`config.mk`:
```
export PLATFORM = sky130hd
export DESIGN_NAME = slc3_control_fsm
export DESIGN_NICKNAME = d
export VERILOG_FILES = /design/src/rtl/slc3_pkg.sv /design/src/rtl/slc3_control_fsm_mem_wait_counter.sv /design/src/rtl/slc3_control_fsm.sv
export SDC_FILE = /design/constraint.sdc
export NUM_CORES = 1
export LEC_CHECK = 0
export ABC_AREA = 1
export CAP_MARGIN = 20
export CORE_ASPECT_RATIO = 1.25
export CORE_MARGIN = 3
export CORE_UTILIZATION = 40
export DETAILED_ROUTE_END_ITERATION = 6
export DONT_BUFFER_PORTS = 1
export PLACE_DENSITY = 0.65
export SYNTH_ARGS = -nofsm -noshare
export SYNTH_HDL_FRONTEND = slang
export SYNTH_SLANG_ARGS = --single-unit
export TNS_END_PERCENT = 50
```
`constraint.sdc`:
```
create_clock -name Clk -period 2.49 [get_ports Clk]
set_input_delay 0.249 -clock Clk [delete_from_list [all_inputs] [get_ports Clk]]
set_output_delay 0.249 -clock Clk [all_outputs]
set_load 0.02 [all_outputs]
```
`src/rtl/slc3_pkg.sv`:
```
// Shared types for the SLC-3 control sequencer: state enum, opcodes,
// mux encodings and the packed control word driven onto the datapath.
package slc3_pkg;

    typedef enum logic [4:0] {
        HALTED, S18, S33, S35, S32,
        S00, S01, S04, S05, S06, S07, S09, S12,
        S16, S21, S22, S23, S25, S27,
        PAUSE1, PAUSE2
    } state_t;

    localparam logic [3:0] OP_BR  = 4'b0000;
    localparam logic [3:0] OP_ADD = 4'b0001;
    localparam logic [3:0] OP_JSR = 4'b0100;
    localparam logic [3:0] OP_AND = 4'b0101;
    localparam logic [3:0] OP_LDR = 4'b0110;
    localparam logic [3:0] OP_STR = 4'b0111;
    localparam logic [3:0] OP_NOT = 4'b1001;
    localparam logic [3:0] OP_JMP = 4'b1100;
    localparam logic [3:0] OP_PSE = 4'b1101;

    localparam logic [1:0] PCMUX_PC1   = 2'b00;
    localparam logic [1:0] PCMUX_BUS   = 2'b01;
    localparam logic [1:0] PCMUX_ADDER = 2'b10;

    localparam logic [1:0] ADDR2_ZERO   = 2'b00;
    localparam logic [1:0] ADDR2_SEXT6  = 2'b01;
    localparam logic [1:0] ADDR2_SEXT9  = 2'b10;
    localparam logic [1:0] ADDR2_SEXT11 = 2'b11;

    localparam logic [1:0] ALUK_ADD   = 2'b00;
    localparam logic [1:0] ALUK_AND   = 2'b01;
    localparam logic [1:0] ALUK_NOT   = 2'b10;
    localparam logic [1:0] ALUK_PASSA = 2'b11;

    localparam logic [1:0] DRMUX_IR = 2'b00;
    localparam logic [1:0] DRMUX_R7 = 2'b01;

    typedef struct packed {
        logic       gate_pc;
        logic       gate_mdr;
        logic       gate_alu;
        logic       gate_marmux;
        logic       ld_mar;
        logic       ld_mdr;
        logic       ld_ir;
        logic       ld_ben;
        logic       ld_cc;
        logic       ld_reg;
        logic       ld_pc;
        logic       ld_led;
        logic [1:0] pcmux;
        logic [1:0] drmux;
        logic       sr1mux;
        logic       sr2mux;
        logic       addr1mux;
        logic [1:0] addr2mux;
        logic [1:0] aluk;
        logic       mio_en;
        logic       mem_oe;
        logic       mem_we;
    } ctrl_t;

    // Idle control word: nothing driven, nothing loaded, SRAM strobes released.
    function automatic ctrl_t ctrl_idle();
        ctrl_t c;
        c        = '0;
        c.mem_oe = 1'b1;
        c.mem_we = 1'b1;
        return c;
    endfunction

endpackage

```
`src/rtl/slc3_control_fsm_mem_wait_counter.sv`:
```
// Fixed-length memory wait timer shared by all SRAM access states.
// Held at zero while start is high; done flags the last wait cycle.
module mem_wait_counter #(
    parameter int MEM_WAIT = 3
) (
    input  logic clk,
    input  logic rst_n,
    input  logic start,
    output logic done
);

    localparam int            W    = $clog2(MEM_WAIT + 1);
    localparam logic [W-1:0]  LAST = W'(MEM_WAIT - 1);

    logic [W-1:0] count_r;

    // Count up to LAST and saturate there until the next start.
    always_ff @(posedge clk or negedge rst_n) begin
        if (!rst_n) begin
            count_r <= '0;
        end else if (start) begin
            count_r <= '0;
        end else if (count_r != LAST) begin
            count_r <= count_r + W'(1);
        end else begin
            count_r <= count_r;
        end
    end

    assign done = (count_r == LAST);

endmodule

```
`src/rtl/slc3_control_fsm.sv`:
```
// SLC-3 fetch/decode/execute sequencer. Control word is decoded from the
// next state and registered, so it lines up with the state register.
// Optional pause instruction (opcode 1101) is built when SLC3_PAUSE_EN is defined.
module slc3_control_fsm
    import slc3_pkg::*;
#(
    parameter int MEM_WAIT = 3
) (
    input  logic       Clk,
    input  logic       Reset,
    input  logic       Run,
    input  logic       Continue,
    input  logic [3:0] Opcode,
    input  logic       IR_5,
    input  logic       IR_11,
    input  logic       BEN,
    output logic       GatePC,
    output logic       GateMDR,
    output logic       GateALU,
    output logic       GateMARMUX,
    output logic       LD_MAR,
    output logic       LD_MDR,
    output logic       LD_IR,
    output logic       LD_BEN,
    output logic       LD_CC,
    output logic       LD_REG,
    output logic       LD_PC,
    output logic       LD_LED,
    output logic [1:0] PCMUX,
    output logic [1:0] DRMUX,
    output logic       SR1MUX,
    output logic       SR2MUX,
    output logic       ADDR1MUX,
    output logic [1:0] ADDR2MUX,
    output logic [1:0] ALUK,
    output logic       MIO_EN,
    output logic       Mem_OE,
    output logic       Mem_WE
);

    state_t state_r, state_s;
    ctrl_t  ctrl_r, ctrl_s;
    logic   in_wait_s;
    logic   wait_done_s;

`ifndef SLC3_PAUSE_EN
    logic unused_continue_s;
    assign unused_continue_s = Continue;
`endif

    assign in_wait_s = (state_r == S33) || (state_r == S25) || (state_r == S16);

    mem_wait_counter #(.MEM_WAIT(MEM_WAIT)) u_wait (
        .clk   (Clk),
        .rst_n (Reset),
        .start (!in_wait_s),
        .done  (wait_done_s)
    );

    // State and registered control word.
    always_ff @(posedge Clk or negedge Reset) begin
        if (!Reset) begin
            state_r <= HALTED;
            ctrl_r  <= ctrl_idle();
        end else begin
            state_r <= state_s;
            ctrl_r  <= ctrl_s;
        end
    end

    // Next-state sequencing.
    always_comb begin
        state_s = state_r;
        case (state_r)
            HALTED: state_s = Run ? S18 : HALTED;
            S18:    state_s = S33;
            S33:    state_s = wait_done_s ? S35 : S33;
            S35:    state_s = S32;
            S32: begin
                case (Opcode)
                    OP_ADD:  state_s = S01;
                    OP_AND:  state_s = S05;
                    OP_NOT:  state_s = S09;
                    OP_BR:   state_s = S00;
                    OP_JMP:  state_s = S12;
                    OP_JSR:  state_s = IR_11 ? S04 : S18;
                    OP_LDR:  state_s = S06;
                    OP_STR:  state_s = S07;
`ifdef SLC3_PAUSE_EN
                    OP_PSE:  state_s = PAUSE1;
`endif
                    default: state_s = S18;
                endcase
            end
            S00:    state_s = BEN ? S22 : S18;
            S04:    state_s = S21;
            S06:    state_s = S25;
            S25:    state_s = wait_done_s ? S27 : S25;
            S07:    state_s = S23;
            S23:    state_s = S16;
            S16:    state_s = wait_done_s ? S18 : S16;
            S01, S05, S09, S12, S21, S22, S27: state_s = S18;
`ifdef SLC3_PAUSE_EN
            PAUSE1: state_s = Continue ? PAUSE2 : PAUSE1;
            PAUSE2: state_s = Continue ? PAUSE2 : S18;
`endif
            default: state_s = HALTED;
        endcase
    end

    // Control word for the state being entered.
    always_comb begin
        ctrl_s = ctrl_idle();
        case (state_s)
            S18: begin
                ctrl_s.gate_pc = 1'b1;
                ctrl_s.ld_mar  = 1'b1;
                ctrl_s.pcmux   = PCMUX_PC1;
                ctrl_s.ld_pc   = 1'b1;
            end
            S33, S25: begin
                ctrl_s.mem_oe = 1'b0;
                ctrl_s.mio_en = 1'b1;
                ctrl_s.ld_mdr = 1'b1;
            end
            S35: begin
                ctrl_s.gate_mdr = 1'b1;
                ctrl_s.ld_ir    = 1'b1;
            end
            S32: ctrl_s.ld_ben = 1'b1;
            S01, S05: begin
                ctrl_s.sr1mux   = 1'b1;
                ctrl_s.sr2mux   = IR_5;
                ctrl_s.aluk     = (state_s == S05) ? ALUK_AND : ALUK_ADD;
                ctrl_s.gate_alu = 1'b1;
                ctrl_s.ld_reg   = 1'b1;
                ctrl_s.ld_cc    = 1'b1;
                ctrl_s.drmux    = DRMUX_IR;
            end
            S09: begin
                ctrl_s.sr1mux   = 1'b1;
                ctrl_s.aluk     = ALUK_NOT;
                ctrl_s.gate_alu = 1'b1;
                ctrl_s.ld_reg   = 1'b1;
                ctrl_s.ld_cc    = 1'b1;
            end
            S22, S21: begin
                ctrl_s.addr1mux = 1'b0;
                ctrl_s.addr2mux = (state_s == S21) ? ADDR2_SEXT11 : ADDR2_SEXT9;
                ctrl_s.pcmux    = PCMUX_ADDER;
                ctrl_s.ld_pc    = 1'b1;
            end
            S12: begin
                ctrl_s.sr1mux   = 1'b1;
                ctrl_s.aluk     = ALUK_PASSA;
                ctrl_s.gate_alu = 1'b1;
                ctrl_s.pcmux    = PCMUX_BUS;
                ctrl_s.ld_pc    = 1'b1;
            end
            S04: begin
                ctrl_s.gate_pc = 1'b1;
                ctrl_s.drmux   = DRMUX_R7;
                ctrl_s.ld_reg  = 1'b1;
            end
            S06, S07: begin
                ctrl_s.addr1mux    = 1'b1;
                ctrl_s.sr1mux      = 1'b1;
                ctrl_s.addr2mux    = ADDR2_SEXT6;
                ctrl_s.gate_marmux = 1'b1;
                ctrl_s.ld_mar      = 1'b1;
            end
            S27: begin
                ctrl_s.gate_mdr = 1'b1;
                ctrl_s.ld_reg   = 1'b1;
                ctrl_s.ld_cc    = 1'b1;
                ctrl_s.drmux    = DRMUX_IR;
            end
            S23: begin
                // Store data comes from the source register through the ALU.
                ctrl_s.sr1mux   = 1'b0;
                ctrl_s.aluk     = ALUK_PASSA;
                ctrl_s.gate_alu = 1'b1;
                ctrl_s.mio_en   = 1'b0;
                ctrl_s.ld_mdr   = 1'b1;
            end
            S16:    ctrl_s.mem_we = 1'b0;
            PAUSE1: ctrl_s.ld_led = 1'b1;
            default: ctrl_s = ctrl_idle();
        endcase
    end

    assign GatePC     = ctrl_r.gate_pc;
    assign GateMDR    = ctrl_r.gate_mdr;
    assign GateALU    = ctrl_r.gate_alu;
    assign GateMARMUX = ctrl_r.gate_marmux;
    assign LD_MAR     = ctrl_r.ld_mar;
    assign LD_MDR     = ctrl_r.ld_mdr;
    assign LD_IR      = ctrl_r.ld_ir;
    assign LD_BEN     = ctrl_r.ld_ben;
    assign LD_CC      = ctrl_r.ld_cc;
    assign LD_REG     = ctrl_r.ld_reg;
    assign LD_PC      = ctrl_r.ld_pc;
    assign LD_LED     = ctrl_r.ld_led;
    assign PCMUX      = ctrl_r.pcmux;
    assign DRMUX      = ctrl_r.drmux;
    assign SR1MUX     = ctrl_r.sr1mux;
    assign SR2MUX     = ctrl_r.sr2mux;
    assign ADDR1MUX   = ctrl_r.addr1mux;
    assign ADDR2MUX   = ctrl_r.addr2mux;
    assign ALUK       = ctrl_r.aluk;
    assign MIO_EN     = ctrl_r.mio_en;
    assign Mem_OE     = ctrl_r.mem_oe;
    assign Mem_WE     = ctrl_r.mem_we;

endmodule

```
==> flow_summary.toml, run 1 <==
[status]
status = "completed"

[cells_and_area]
utilization_pct = 47.8
diodes = 0
area_delta_synth_final_pct = 11.7
layout-drive-gt1-share_pct = 14.8
final_nets = 240

[setup_path]
reg2reg_to = "ADDR2MUX[0]$_DFF_PN0_"
critPathLaunchType = "flip-flop"
worst-r2r-cell-count = 11
cp_data_arrival_time_ns = 2.18
required_ns = 2.64
end_kind = "flip-flop"
reg2reg_slack_ns = 0.47
r2r_start = "u_wait.count_r[0]$_DFFE_PN0P_"
crit_type = "flip-flop to flip-flop"
path_max_fanout = 8

[sta]
fin_skew_ns = 0.00629
rsz0062_at_grt = "false"
fin_crit_ns = 2.02
timing.final.crit_share_pct = 81.3
clock.fmax_mhz = 494
final_hold_viol_count = 0
slew_viol_final = 0
setup_viol = 0
setup-tns-final_ns = 0

[floorplanning]
die_width_um = 63.8
num_rows = 25
core_area_sq_um = 3910
die_h_um = 78.3
ioPinCount = 37
dieArea_sq_um = 5000
start_util_pct = 42.8

[yosys]
yosys-top-cells-area = "dfrtp_1, nand2_1, nor2_1"
netlist_area_sq_um = 1670
synth_top_area_share_pct = 44.9
yosys_register_bits = 32
avgSynthCellArea_sq_um = 7.60
ys_warn_count = 0
synth_edf_count = 0
synth-async-reset-ratio_pct = 100
synth.distinct_cells = 26
synthCells = 220
yosys_most_used_dff = "dfrtp_1"
ys_seq_area_share_pct = 48.0
synth_top_area_cell = "dfrtp_1"

[worst_hold_path]
holdPathEnd = "SR2MUX$_DFF_PN0_"
whs_path_depth = 1
hp-start = "IR_5"
min_path_type = "input pin to flip-flop"

[global_route]
grt_pass1_vias = 1435
antenna_found_initial = 0
grt_first_pass_wirelength_mm = 6.26
grt_max_degree = 33
grt.total_usage_pct = 15.8
grt-ovfl-total = 0

[placed_design]
dp.final_hpwl_mm = 2.70
io_buffers = 0
gp_congestion = 0.905

[detailed_routing]
drcViolationCount = 0
drt_pass1_iterations = 4
first_iter_violations = 86
vias_per_cell = 4.86
vias = 1375
ant_nets = 0
drt-total-wl_mm = 3.50
avgRoutedWirePerCell_um = 12.4

[clocking]
cts.reportedPaths.clkPinSlew_ns = 0.07
clk-insertion-delay-late_ns = 0.28
numCtsBuffers = 5
ctsHtreeMaxLevel = 2
cts_root_buf = "clkbuf_8"
cts.path.max_buffers = 2
hold_buffers = 2
postCtsSetupBuffers = 0
tritoncts = "yes"
cts-resized-gates = 0
cts_sinks = 32

[power_and_ir_drop]
ir_drop_mv = 0.296
powerDensity_nw_per_um2 = 1150
power.leakage_nw = 1.12

[flow_run]
max_cap_viol_count = 0
[registers in the layout, indices dropped and copies added, names as in the netlist, 2 cells and up]
signal and flops:
ALUK 2, PCMUX 2, u_wait.count_r 2, ADDR2MUX 2
state_r 5
[metrics by stage]
stage | area [sq um] | hold slack [ns] | setup WS, ns | instances | power, mW
2_1_floorplan | 1680 | -0.0466 | 0.826 | 221 | 1.50
3_3_place_gp | 1730 | -0.0456 | 0.522 | 273 | 1.65
3_5_place_dp | 1730 | -0.0457 | 0.500 | 273 | 1.66
4_1_cts | 1870 | 0.0830 | 0.478 | 283 | 2.16
5_1_grt | 1870 | 0.0809 | 0.280 | 283 | 2.33
6_report | 1870 | 0.0857 | 0.465 | 283 | 2.15
[layer usage]
layer	routed length, um	GRT usage (%)	vias up
met5	0	0	-
met4	110	8.64	0
met2	1680	26.3	47
li1	-	-	696
met1	1480	18.3	623
met3	226	4.29	9
[report_power, final]
group | internal (mW) | leakage [nW] | switching, mW
clock network | 0.297 | 0.0552 | 0.190
registers | 0.659 | 0.426 | 0.187
logic | 0.257 | 0.640 | 0.562
[layout by cell type (no fill, tap or decap)]
cell and instances:
nand2_1 55, nor2_1 34, inv_1 33, dfrtp_1 30, nand3_1 23, nor2_2 7
nand4_1 5, inv_2 5, clkbuf_8 5, nand2_2 3, a21oi_1 3, conb_1 2
dfstp_2 2, nand3_2 2, o21ai_0 2, nor3_2 2, o21ai_2 2, nand3b_1 2
nor2_4 1, nand3_4 1, o21a_1 1, a21oi_2 1, o21ai_1 1, o211ai_1 1
ha_1 1, bufinv_16 1, clkinv_2 1, clkbuf_1 1, buf_12 1, dlygate4sd3_1 1
[worst max-delay path by stage]
stage / endpoint / slack [ns] / cells past startpoint / start
2_1_floorplan: LD_REG$_DFF_PN0_ / 0.83 / 12 / u_wait.count_r[0]$_DFFE_PN0P_
3_3_place_gp: ADDR2MUX[0]$_DFF_PN0_ / 0.52 / 11 / u_wait.count_r[0]$_DFFE_PN0P_
3_5_place_dp: ADDR2MUX[0]$_DFF_PN0_ / 0.50 / 11 / u_wait.count_r[0]$_DFFE_PN0P_
4_1_cts: ADDR2MUX[0]$_DFF_PN0_ / 0.48 / 11 / u_wait.count_r[0]$_DFFE_PN0P_
5_1_grt: ADDR2MUX[0]$_DFF_PN0_ / 0.28 / 11 / u_wait.count_r[0]$_DFFE_PN0P_
6_report: ADDR2MUX[0]$_DFF_PN0_ / 0.47 / 11 / u_wait.count_r[0]$_DFFE_PN0P_
[critical path: stages (launching register included)]
cell     delay [ns]
dfrtp_1        0.38
inv_1          0.08
ha_1           0.32
inv_1          0.13
nand4_1        0.16
nand2_1        0.08
nor2_1         0.13
nand3_2        0.15
nand2_1        0.10
inv_1          0.06
o21ai_2        0.20
o21ai_1        0.10
[Yosys cell counts (3+ instances only)]
library cell and count:
nand2_1 55, nor2_1 34, inv_1 33, dfrtp_1 30, nand3_1 23, nor2_2 7
inv_2 5, nand4_1 5, a21oi_1 3, nand2_2 3
[layout make-up]
type | count | area [sq um]
Clock inverter | 2 | 35.0
Tap cell | 54 | 67.6
Clock buffer | 6 | 72.6
Multi-Input combinational cell | 149 | 718
Sequential cell | 32 | 803
Fill cell | 382 | 2040
Inverter | 38 | 143
Timing Repair Buffer | 2 | 30.0
[cell families (layout without fill, tap and decap cells)]
| kind of cell | Yosys count | after routing | share of synthesized area, % |
|---|---|---|---|
| AND/OR/NAND/NOR | 135 | 135 | 37.5 |
| other | 1 | 2 | 0.224 |
| AO/OA/AOI/OAI | 11 | 11 | 4.26 |
| flip-flops | 32 | 32 | 48.0 |
| buffers and inverters | 40 | 48 | 9.27 |
| adder cells (fa/ha/maj) | 1 | 1 | 0.748 |
(Power assumes the default switching activity.)
==> run 2: changes to the inputs <==
- clock period: 2.49 -> 2.07 ns (I/O delays scaled with it)
==> run 2 against run 1 <==
  * Combinational power rose by 22%
  * Fmax increased by 7.9%
  * Via count increased by 0.44%
  * Largest cell class unchanged
==> flow_summary.toml, run 2 (synthesis results as in run 1) <==
[worst_hold_path]
holdPathEnd = "SR2MUX$_DFF_PN0_"
hp-start = "IR_5"
whs_path_depth = 1
min_path_type = "input pin to flip-flop"

[clocking]
numCtsBuffers = 5
ctsHtreeMaxLevel = 2
clk-insertion-delay-late_ns = 0.29
cts_root_buf = "clkbuf_8"
cts.reportedPaths.clkPinSlew_ns = 0.08
tritoncts = "yes"
cts_sinks = 32
cts.path.max_buffers = 2

[cells_and_area]
fillers = 396
diodes = 0
largest-register = "state_r"
final_nets = 243
largest_reg_flops = 5
mostFrequentLayoutCells = "nand2_1, nor2_1, inv_1"
layout-drive-gt1-share_pct = 16.8
area_delta_synth_final_pct = 13.5
fin_cells = 286
final_common_cell = "nand2_1"

[detailed_routing]
vias = 1381
vias_per_cell = 4.83
avgRoutedWirePerCell_um = 12.3
ant_nets = 0
drt_pass1_iterations = 4
drcViolationCount = 0
drt-total-wl_mm = 3.51
first_iter_violations = 63

[floorplanning]
start_util_pct = 42.8
num_rows = 25
core_area_sq_um = 3910
ioPinCount = 37
die_h_um = 78.3
dieArea_sq_um = 5000
die_width_um = 63.8

[global_route]
antenna_found_initial = 0
grt_pass1_vias = 1363
grt_max_degree = 33
grt_first_pass_wirelength_mm = 6.03
grt.total_usage_pct = 15.5
grt-ovfl-total = 0

[setup_path]
crit_type = "flip-flop to flip-flop"
r2r_start = "u_wait.count_r[0]$_DFFE_PN0P_"
cp_data_arrival_time_ns = 2.03
end_kind = "flip-flop"
worst-r2r-cell-count = 11
reg2reg_slack_ns = 0.19
reg2reg_to = "ADDR2MUX[0]$_DFF_PN0_"
critPathLaunchType = "flip-flop"
required_ns = 2.22
path_max_fanout = 6

[sta]
clock.fmax_mhz = 533
setup-tns-final_ns = 0
rsz0062_at_grt = "false"
worst_hold_slack_ns = 0.0403
fin_skew_ns = 0.0145
timing.final.crit_share_pct = 90.7
setup_viol = 0
final_hold_viol_count = 0
fin_crit_ns = 1.88
slew_viol_final = 0

[power_and_ir_drop]
power.leakage_nw = 1.13
ir_drop_mv = 0.426
powerDensity_nw_per_um2 = 1380

[placed_design]
gp_congestion = 0.909
dp.final_hpwl_mm = 2.77
placed_cells = 276
io_buffers = 0

[status]
status = "completed"

[flow_run]
max_cap_viol_count = 0
[run 2: area by class of cell]
class / count / area [sq um] / share of cell area, %
Inverter: 38 / 143 / 7.51
Multi-Input combinational cell: 149 / 721 / 38.0
Clock inverter: 3 / 42.5 / 2.24
Tap cell: 54 / 67.6 / 3.56
Clock buffer: 5 / 68.8 / 3.63
Sequential cell: 32 / 803 / 42.3
Timing Repair Buffer: 5 / 52.6 / 2.77
[run 2: what timing repair did]
action                                  in CTS  in global routing
hold buffers                                 2                  0
endpoints found under the hold margin       32                  0
setup buffers                                0                  0
gates resized for setup                      0                  1
endpoints found under the setup margin       0                  4
[run 2: how the worst max path moves through the flow]
stage	startpoint	end	slack, ns
6_report	u_wait.count_r[0]$_DFFE_PN0P_	ADDR2MUX[0]$_DFF_PN0_	0.19
5_1_grt	u_wait.count_r[0]$_DFFE_PN0P_	ADDR2MUX[0]$_DFF_PN0_	0.02
4_1_cts	u_wait.count_r[0]$_DFFE_PN0P_	ADDR2MUX[0]$_DFF_PN0_	0.15
3_5_place_dp	u_wait.count_r[0]$_DFFE_PN0P_	ADDR2MUX[0]$_DFF_PN0_	0.18
3_3_place_gp	u_wait.count_r[0]$_DFFE_PN0P_	ADDR2MUX[0]$_DFF_PN0_	0.20
2_1_floorplan	u_wait.count_r[0]$_DFFE_PN0P_	LD_REG$_DFF_PN0_	0.41
[run 2: routing by layer]
metal  global-route usage, %  routed length, um
met2                    25.1               1690
met3                    4.29                217
met4                    8.21                 91
met5                       0                  0
met1                    18.5               1510
[run 2: through the flow]
| step | total power [mW] | setup WS [ns] | utilization [%] | area (sq um) |
|---|---|---|---|---|
| 2_1_floorplan | 1.80 | 0.406 | - | 1680 |
| 3_3_place_gp | 2.00 | 0.198 | 44.9 | 1750 |
| 3_5_place_dp | 2.01 | 0.181 | 44.9 | 1750 |
| 4_1_cts | 2.63 | 0.154 | 48.5 | 1900 |
| 5_1_grt | 2.82 | 0.0231 | 48.5 | 1900 |
| 6_report | 2.61 | 0.193 | 48.5 | 1900 |
[run 2: power breakdown]
group          internal (mW)  total (mW)  switching [mW]  leakage, nW
logic                  0.321        1.00           0.680        0.653
clock network          0.356       0.599           0.243       0.0541
registers              0.793        1.01           0.220        0.426
total                   1.47        2.61            1.14         1.13
[run 2: critical path, cell delays in order (launching register included)]
cell	delay, ns
dfrtp_1	0.39
inv_1	0.08
ha_2	0.22
inv_1	0.08
nand4_1	0.14
nand2_1	0.07
nor2_1	0.13
nand3_2	0.16
nand2_1	0.10
inv_1	0.05
o21ai_2	0.20
o21ai_1	0.11
